### config.mk
export PLATFORM = sky130hd
export DESIGN_NAME = crc5_d64_pipe_stage
export DESIGN_NICKNAME = d
export VERILOG_FILES = /design/src/rtl/crc5_d64_checker_pipe_stage.sv
export SDC_FILE = /design/constraint.sdc
export NUM_CORES = 1
export LEC_CHECK = 0
export BUFFER_PORTS_ARGS = -buffer_cell sky130_fd_sc_hd__buf_4
export CAP_MARGIN = 20
export CORE_AREA = 2 2 39 41
export DETAILED_ROUTE_END_ITERATION = 8
export DIE_AREA = 0 0 41 43
export GPL_ROUTABILITY_DRIVEN = 0
export PLACE_DENSITY = 0.68
export SETUP_SLACK_MARGIN = 0.4
export SLEW_MARGIN = 15
export SYNTH_ARGS = -nofsm -noshare
export SYNTH_HDL_FRONTEND = slang
export SYNTH_SLANG_ARGS = --single-unit
### constraint.sdc
create_clock -name clk -period 1.1 [get_ports clk]
set_input_delay 0 -clock clk [delete_from_list [all_inputs] [get_ports clk]]
set_output_delay 0 -clock clk [all_outputs]
set_load 0.01 [all_outputs]
### src/rtl/crc5_d64_checker_pipe_stage.sv
// -----------------------------------------------------------------------------
// crc5_d64_pipe_stage
// One valid/ready register slice. Accepts a word whenever it is empty or its
// current word leaves this cycle, so a chain of slices sustains one word per
// cycle. in_ready_o is combinational from out_ready_i (never from in_valid_i).
//
// Ports:
//   clk, rst_n          : clock, async active-low reset
//   in_valid_i/in_ready_o/in_data_i    : upstream handshake and word
//   out_valid_o/out_ready_i/out_data_o : downstream handshake and word
// -----------------------------------------------------------------------------
module crc5_d64_pipe_stage #(
  parameter int W = 8
) (
  input  logic         clk,
  input  logic         rst_n,
  input  logic         in_valid_i,
  output logic         in_ready_o,
  input  logic [W-1:0] in_data_i,
  output logic         out_valid_o,
  input  logic         out_ready_i,
  output logic [W-1:0] out_data_o
);

  logic         valid_q, valid_d;
  logic [W-1:0] data_q, data_d;
  logic         load;

  assign in_ready_o = !valid_q || out_ready_i;
  assign load       = in_valid_i && in_ready_o;

  // Data only changes on a load, so it stays stable while stalled.
  always_comb begin
    valid_d = valid_q;
    data_d  = data_q;
    if (load) begin
      valid_d = 1'b1;
      data_d  = in_data_i;
    end else if (out_ready_i) begin
      valid_d = 1'b0;
    end
  end

  always_ff @(posedge clk or negedge rst_n) begin
    if (!rst_n) begin
      valid_q <= 1'b0;
      data_q  <= '0;
    end else begin
      valid_q <= valid_d;
      data_q  <= data_d;
    end
  end

  assign out_valid_o = valid_q;
  assign out_data_o  = data_q;

endmodule

### Word level (Yosys, flattened, before mapping)

Cells that the tools add are included.

* register bits after elaboration: 9
* input port bits: 12
* output and inout bits: 10
* logic and storage cells: 8

* multiplexer cells: 2
* reduce and logical (&&, ||, !) cells: 4

Operator list (number)
* 2-to-1 mux 1 bit: 2
* nonzero test 2 bit: 1
* logical AND 1 bit: 1
* logical NOT 1 bit: 1
* logical OR 1 bit: 1

### Depth between registers and ports, before layout

Gate-level depths: netlist of the first run.

* depth in word-level cells: 4
* depth in mapped cells: 3
* depth with buffers taken out: 3

### Worst setup path before layout of the first run

No wires, ideal clock.

* kind: flip-flop to flip-flop
* from: reg valid_q, in the netlist out_valid_o
* to: reg data_q[0], in the netlist out_data_o[0]
* library setup time: 0.125 ns
* data arrival time: 0.932 ns
* required time: 0.975 ns
* path slack: 0.042 ns
* cell stages (with the launch flop): 4
* buffers on the path: 0
* period minus slack after synthesis: 1.058 ns
* path through: dfrtp_1 nand2b_4 nand2_8 mux2_4

* cells in the longest elaborated chain, start to end: 3

Ends and longest elaborated chain
* start: declaration: line 25 `logic valid_q, valid_d;`
* start signal: assignment: line 49 `valid_q <= valid_d;`
* logical NOT 1 bit: line 29 `assign in_ready_o = !valid_q || out_ready_i;`
* logical OR 1 bit: line 29
* named net in_ready_o: line 18 `output logic in_ready_o,`
* logical AND 1 bit: line 30 `assign load = in_valid_i && in_ready_o;`
* end signal: assignment: line 50 `data_q <= data_d;`
* end: declaration: line 26 `logic [W-1:0] data_q, data_d;`

The timed path passes the listed nets, and every way through them passes these cells.
A chain may end at the register's enable or synchronous reset.

### Worst setup path after layout of the first run

* from: reg valid_q, in the netlist out_valid_o
* to: reg data_q[7], in the netlist out_data_o[7]

* cells in the longest elaborated chain, start to end: 3

Ends and longest elaborated chain (line)
* logical NOT 1 bit: 29
* logical OR 1 bit: 29
* logical AND 1 bit: 30

Every way passes these cells.

==> flow_summary.yaml, run 1 <==
run_status:
  outcome: "finished with violations"
  violations: "hold timing"
worst_setup_path:
  criticalPathCategory: "flip-flop to flip-flop"
  crit_fanout: 8
  cp-end-kind: "flip-flop"
  crit_path_start_kind: "flip-flop"
  cp.required_ns: 1.24
  critPathArrivalTime_ns: 1.18
layout:
  areaGrowthSynthToFinish_pct: 71.8
  nNetsFinal: 62
  layout-drive-gt1-share_pct: 73.5
  num_antenna_cells: 0
power_and_ir_drop:
  p_switching_mw: 0.227
  clkPwrFrac_pct: 26.1
  pwr-share-comb_pct: 29.7
  p_leak_nw: 0.336
  pwr-share-seq_pct: 44.2
  powerDensity_nw_per_um2: 1410
  vdd_ir_drop_max_mv: 0.551
  switching_share_pct: 24.2
  p_int_mw: 0.709
logic_synthesis:
  yosysWarningCount: 0
  synth_area_um2: 385
  synth_area_leaders: "dfrtp_1, mux2_4, nand2_8, nand2b_4, nand2b_1"
  synthCells: 20
  yosysSeqAreaShare_pct: 58.4
  synth_seq_cells: 9
  synthDistinctLibCells: 5
  yosys.area.top_type: "dfrtp_1"
  yosysTopAreaCellShare_pct: 58.4
  avgSynthCellArea_um2: 19.3
  synthesis.nets: 32
clocking:
  clkTransAtPathRegs_ns: 0.06
  insertion_delay_ns: 0.25
  cts_hold_buf: 2
  clock-sinks: 9
  numCtsBuffers: 3
  clk_path_buf_depth: 2
  cts_tree: "built"
  cts-root-buf: "clkbuf_4"
  cts-htree-levels: 1
place:
  numPortBuffers: 21
grt:
  antenna_found_initial: 0
  grt_max_degree: 10
  grt_pass1_vias: 320
  track_usage_pct: 11.4
  grt-ovfl-total: 0
  grt_pass1_wl_mm: 1.28
floorplan:
  die_h_um: 43
  die_area_um2: 1760
  start_util_pct: 27.8
  die_w_um: 41
  io_pins: 22
  rows: 14
  core_um2: 1380
timing:
  maxSlewHeadroom_pct: 90.9
  slew_viol_final: 0
  finalSetupViolCount: 0
  fin_tns_setup_ns: 0
  period_share_pct: 94.4
  fmax_mhz: 963
  hold_slack_ns: -0.0235
  rsz0062_at_grt: "yes"
  hold_viol: 8
  worst_slew_pin_slew_ns: 0.136
  min_period_ns: 1.04
  finClkSkew_ns: 0.00164
routing:
  wirelength_um: 800
  drtIter0Drc: 2
  highest_layer: "met4"
  via_count: 274
  wl_per_cell_um: 12.3
  drt_pass1_iterations: 2
  m1WireLength_um: 332
  wl_met3_um: 121
  met2WireLength_um: 336
  antenna_left: 0
  remaining_drc_errors: 0
  viasPerCell: 4.22
run:
  cap_violations: 0
worst_hold_path:
  hp-class: "input port to flip-flop"
what timing repair did:
action / CTS / global route
setup endpoints to repair: 19 / 19
pin swaps: 1 / 0
resized for setup: 10 / 0
setup buffers: 2 / 0
gates cloned: 0 / 0
hold endpoints to repair: 18 / 8
power by group through the flow:
stage | registers, mW | logic [mW] | clock network (mW)
after detailed placement | 0.410 | 0.238 | 0
final | 0.414 | 0.278 | 0.245
after global routing | 0.419 | 0.299 | 0.271
after CTS | 0.414 | 0.281 | 0.259
after global placement | 0.412 | 0.234 | 0
after floorplan | 0.430 | 0.0928 | 0
path summary, 6_finish.rpt:
| kind | from | end | slack (ns) | cells after the start |
|---|---|---|---|---|
| max in group asynchronous | rst_n | out_valid_o | 0.85 | 2 |
| max reg2reg | out_valid_o | out_data_o[7] | 0.06 | 3 |
| max | out_valid_o | out_data_o[7] | 0.06 | 3 |
| min | in_data_i[1] | out_data_o[1] | -0.02 | 2 |
| min in group asynchronous | rst_n | out_data_o[3] | 0.11 | 2 |
| min reg2reg | out_data_o[6] | out_data_o[6] | 0.53 | 1 |
cells in the mapped netlist:
cell type / instances
dfrtp_1: 9
mux2_4: 8
nand2_8: 1
nand2b_1: 1
nand2b_4: 1
cells in the final DEF, fill, tap and decap left out, drive strengths merged:
| cell | n |
|---|---|
| buf | 23 |
| nand2b | 2 |
| dlygate4sd3 | 2 |
| dfrtp | 9 |
| nand2 | 1 |
| clkbuf | 4 |
| mux2 | 8 |
layer usage:
metal / GRT usage, % / vias up
li1: - / 126
met1: 14.1 / 122
met2: 14.7 / 24
met3: 5.76 / 2
met4: 8.00 / 0
met5: 0 / -
cells by family (layout without fill, tap and decap cells):
group | count (synthesis) | after routing | synth area share [%]
and+or+nand+nor | 3 | 3 | 10.4
DFF | 9 | 9 | 58.4
buffers and inverters | 0 | 29 | 0
muxes | 8 | 8 | 31.2
registers in the layout, indices dropped and copies added, names as in the netlist:
| signal | count |
|---|---|
| out_data_o | 8 |
| out_valid_o | 1 |
through the flow:
stage / setup WS [ns] / cell area [µm²] / total power, mW / cells / util, %
floorplan: 0.0425 / 385 / 0.523 / 20 / -
global placement: 0.0966 / 563 / 0.646 / 57 / 40.7
detailed placement: 0.0729 / 563 / 0.649 / 57 / 40.7
CTS: 0.0668 / 662 / 0.954 / 65 / 47.8
global route: 0.0313 / 662 / 0.989 / 65 / 47.8
finish: 0.0619 / 662 / 0.936 / 65 / 47.8
critical path: stages (launching register included):
cell	delay (ns)
dfrtp_1	0.41
nand2b_4	0.12
nand2_8	0.09
mux2_4	0.31
layout make-up:
class	instances	area (µm²)
clock buffer	4	26.3
fill	139	722
multi-input combinational	11	160
sequential	9	225
tap	16	20.0
timing repair buffer	25	230
(Power assumes the default switching activity.)
==> run 2, diff against run 1 <==
- ABC_AREA: not set -> 1
- PLACE_DENSITY: 0.68 -> 0.66
==> run 2 against run 1 <==
  * Critical endpoint is now in_ready_o
  * Final cell count rose by 54%
  * Die area is the same
  * Sequential share of layout area fell by 7.0 points
  * Global-route usage rose by 3.9 points
  * Via count increased by 58%
  * Highest routed layer unchanged
  * Sequential cell count did not move
  * Worst hold slack gained 0.11 ns
  * The flow now finishes without violations
  * Clock skew grew 0.0028 ns
  * Critical path depth is the same
==> flow_summary.yaml, run 2 <==
run_status:
  outcome: "finished clean"
floorplan:
  start_util_pct: 26.6
  die_area_um2: 1760
  die_w_um: 41
  die_h_um: 43
  rows: 14
  io_pins: 22
  core_um2: 1380
routing:
  wirelength_mm: 1.29
  drt_pass1_iterations: 2
  antenna_left: 0
  wl_met3_um: 88
  m1WireLength_um: 526
  wl_per_cell_um: 12.9
  remaining_drc_errors: 0
  viasPerCell: 4.34
  via_count: 434
  met2WireLength_um: 669
  drtIter0Drc: 2
  highest_layer: "met4"
worst_setup_path:
  worstSetupEndpoint: "in_ready_o"
  startpoint: "out_valid_o"
  criticalPathCategory: "flip-flop to primary output"
  r2r_start: "out_valid_o"
  critPathArrivalTime_ns: 0.99
  cp.required_ns: 1.10
  cp-end-kind: "primary output"
  reg2reg_depth: 5
  timing.rr.end: "out_data_o[7]"
  crit_path_start_kind: "flip-flop"
  crit_fanout: 5
  reg2reg_slack_ns: 0.11
power_and_ir_drop:
  power_mw: 1.03
  powerDensity_nw_per_um2: 1240
  vdd_ir_drop_max_mv: 0.536
  p_leak_nw: 0.437
logic_synthesis:
  yosysSeqAreaShare_pct: 61.2
  synthDistinctLibCells: 6
  async_flop_share_pct: 100
  yosys.area.top_type: "dfrtp_1"
  synth.most_common_cell: "nand2_1"
  synthCells: 39
  yosysTopAreaCellShare_pct: 61.2
  yosysWarningCount: 0
  synth_common_cells: "nand2_1, dfrtp_1, nand3_1, buf_6, nand2_2"
  synthesis.nets: 51
  synth_area_leaders: "dfrtp_1, nand2_1, nand3_1, buf_6, nand2_2"
  synth_seq_cells: 9
  synth-edff-count: 0
  synth-main-ff-cell: "dfrtp_1"
  avgSynthCellArea_um2: 9.43
  synth_area_um2: 368
clocking:
  clock-sinks: 9
  insertion_delay_ns: 0.26
  numCtsBuffers: 3
  clkTransAtPathRegs_ns: 0.06
  cts-htree-levels: 1
  cts_tree: "built"
  clk_path_buf_depth: 2
  cts-root-buf: "clkbuf_4"
layout:
  num_antenna_cells: 0
  final_common_cell: "buf_4"
  areaGrowthSynthToFinish_pct: 127
  nNetsFinal: 97
  layout_common_cells: "buf_4, nand2_1, buf_6"
  largest_reg_flops: 8
  fin_cells: 100
  layout-drive-gt1-share_pct: 54.8
timing:
  maxSlewHeadroom_pct: 87.4
  fin_tns_setup_ns: 0
  finalSetupViolCount: 0
  finClkSkew_ns: 0.00444
  slew_viol_final: 0
  worst_slew_pin_slew_ns: 0.188
  min_period_ns: 0.995
  hold_viol: 0
  rsz0062_at_grt: "yes"
  hold_slack_ns: 0.0843
  period_share_pct: 90.4
  fin_ws_ns: 0.105
  fmax_mhz: 1010
worst_hold_path:
  hp-class: "input port to flip-flop"
grt:
  grt_pass1_vias: 456
  antenna_found_initial: 0
  grt_pass1_wl_mm: 1.75
  track_usage_pct: 15.3
  grt-ovfl-total: 0
  grt_max_degree: 11
run:
  cap_violations: 0
place:
  place_inst: 75
  numPortBuffers: 21
  dp_slack_ns: 0.202
  post-dp-hpwl_um: 641
==> run 2: cell types whose count changed in the layout (fill, tap and decap cells not counted) <==
cell,change
inv_1,+1
buf_4,+7
nand2_4,+2
nand2b_4,-1
nand2_1,+13
nand2b_1,-1
nand3_2,+3
nand2_2,+4
dlygate4sd3_1,+7
buf_6,+3
mux2_4,-8
nand3_1,+5
==> run 2: worst min path at each step <==
stage          startpoint            end  slack (ns)  cells after the start
2_1_floorplan       rst_n  out_data_o[0]       -0.30                      0
3_3_place_gp        rst_n  out_data_o[0]       -0.17                      1
3_5_place_dp        rst_n  out_data_o[0]       -0.17                      1
4_1_cts        in_valid_i  out_data_o[7]        0.07                      3
5_1_grt        in_valid_i  out_data_o[0]        0.09                      3
6_report       in_valid_i  out_data_o[2]        0.08                      3
==> run 2: kinds of logic after synthesis <==
logic type    Yosys count  share of synthesized area (%)
flops                   9                           61.2
simple gates           27                           31.6
buf+inv                 3                           7.14
==> run 2: metal layers <==
layer  up-vias  track usage, %
li1        213               -
met1       201            15.0
met2        18            25.6
met3         2            4.71
met4         0            10.0
met5         -               0
==> run 2: repair_timing <==
action	4_1_cts	5_1_grt
cloned	1	0
endpoints found under the setup margin	19	19
hold buffers	9	0
buffers inserted	8	3
endpoints found under the hold margin	17	0
resized for setup	14	10
pin swaps	1	3
==> run 2: critical path, stage by stage, from the launching register on <==
cell,delay (ns)
dfrtp_1,0.41
nand2_4,0.09
buf_6,0.13
buf_6,0.11
==> run 2: cell type report <==
cell class	instances	area (µm²)
inverters	1	3.75
multi-input cells	28	171
clock buffers	4	26.3
flip-flops and latches	9	225
fillers	101	551
repair buffers	42	387
well taps	16	20.0
==> run 2: power by group <==
group | internal [mW] | leakage [nW] | switching, mW
registers | 0.376 | 0.110 | 0.0400
clock network | 0.139 | 0.0150 | 0.109
logic | 0.225 | 0.313 | 0.142
==> run 2: metrics by stage <==
stage                     area, µm²  util (%)
after floorplan                 368         -
after global placement          531      38.3
after detailed placement        531      38.3
after CTS                       769      55.6
after global routing            833      60.2
final                           833      60.2
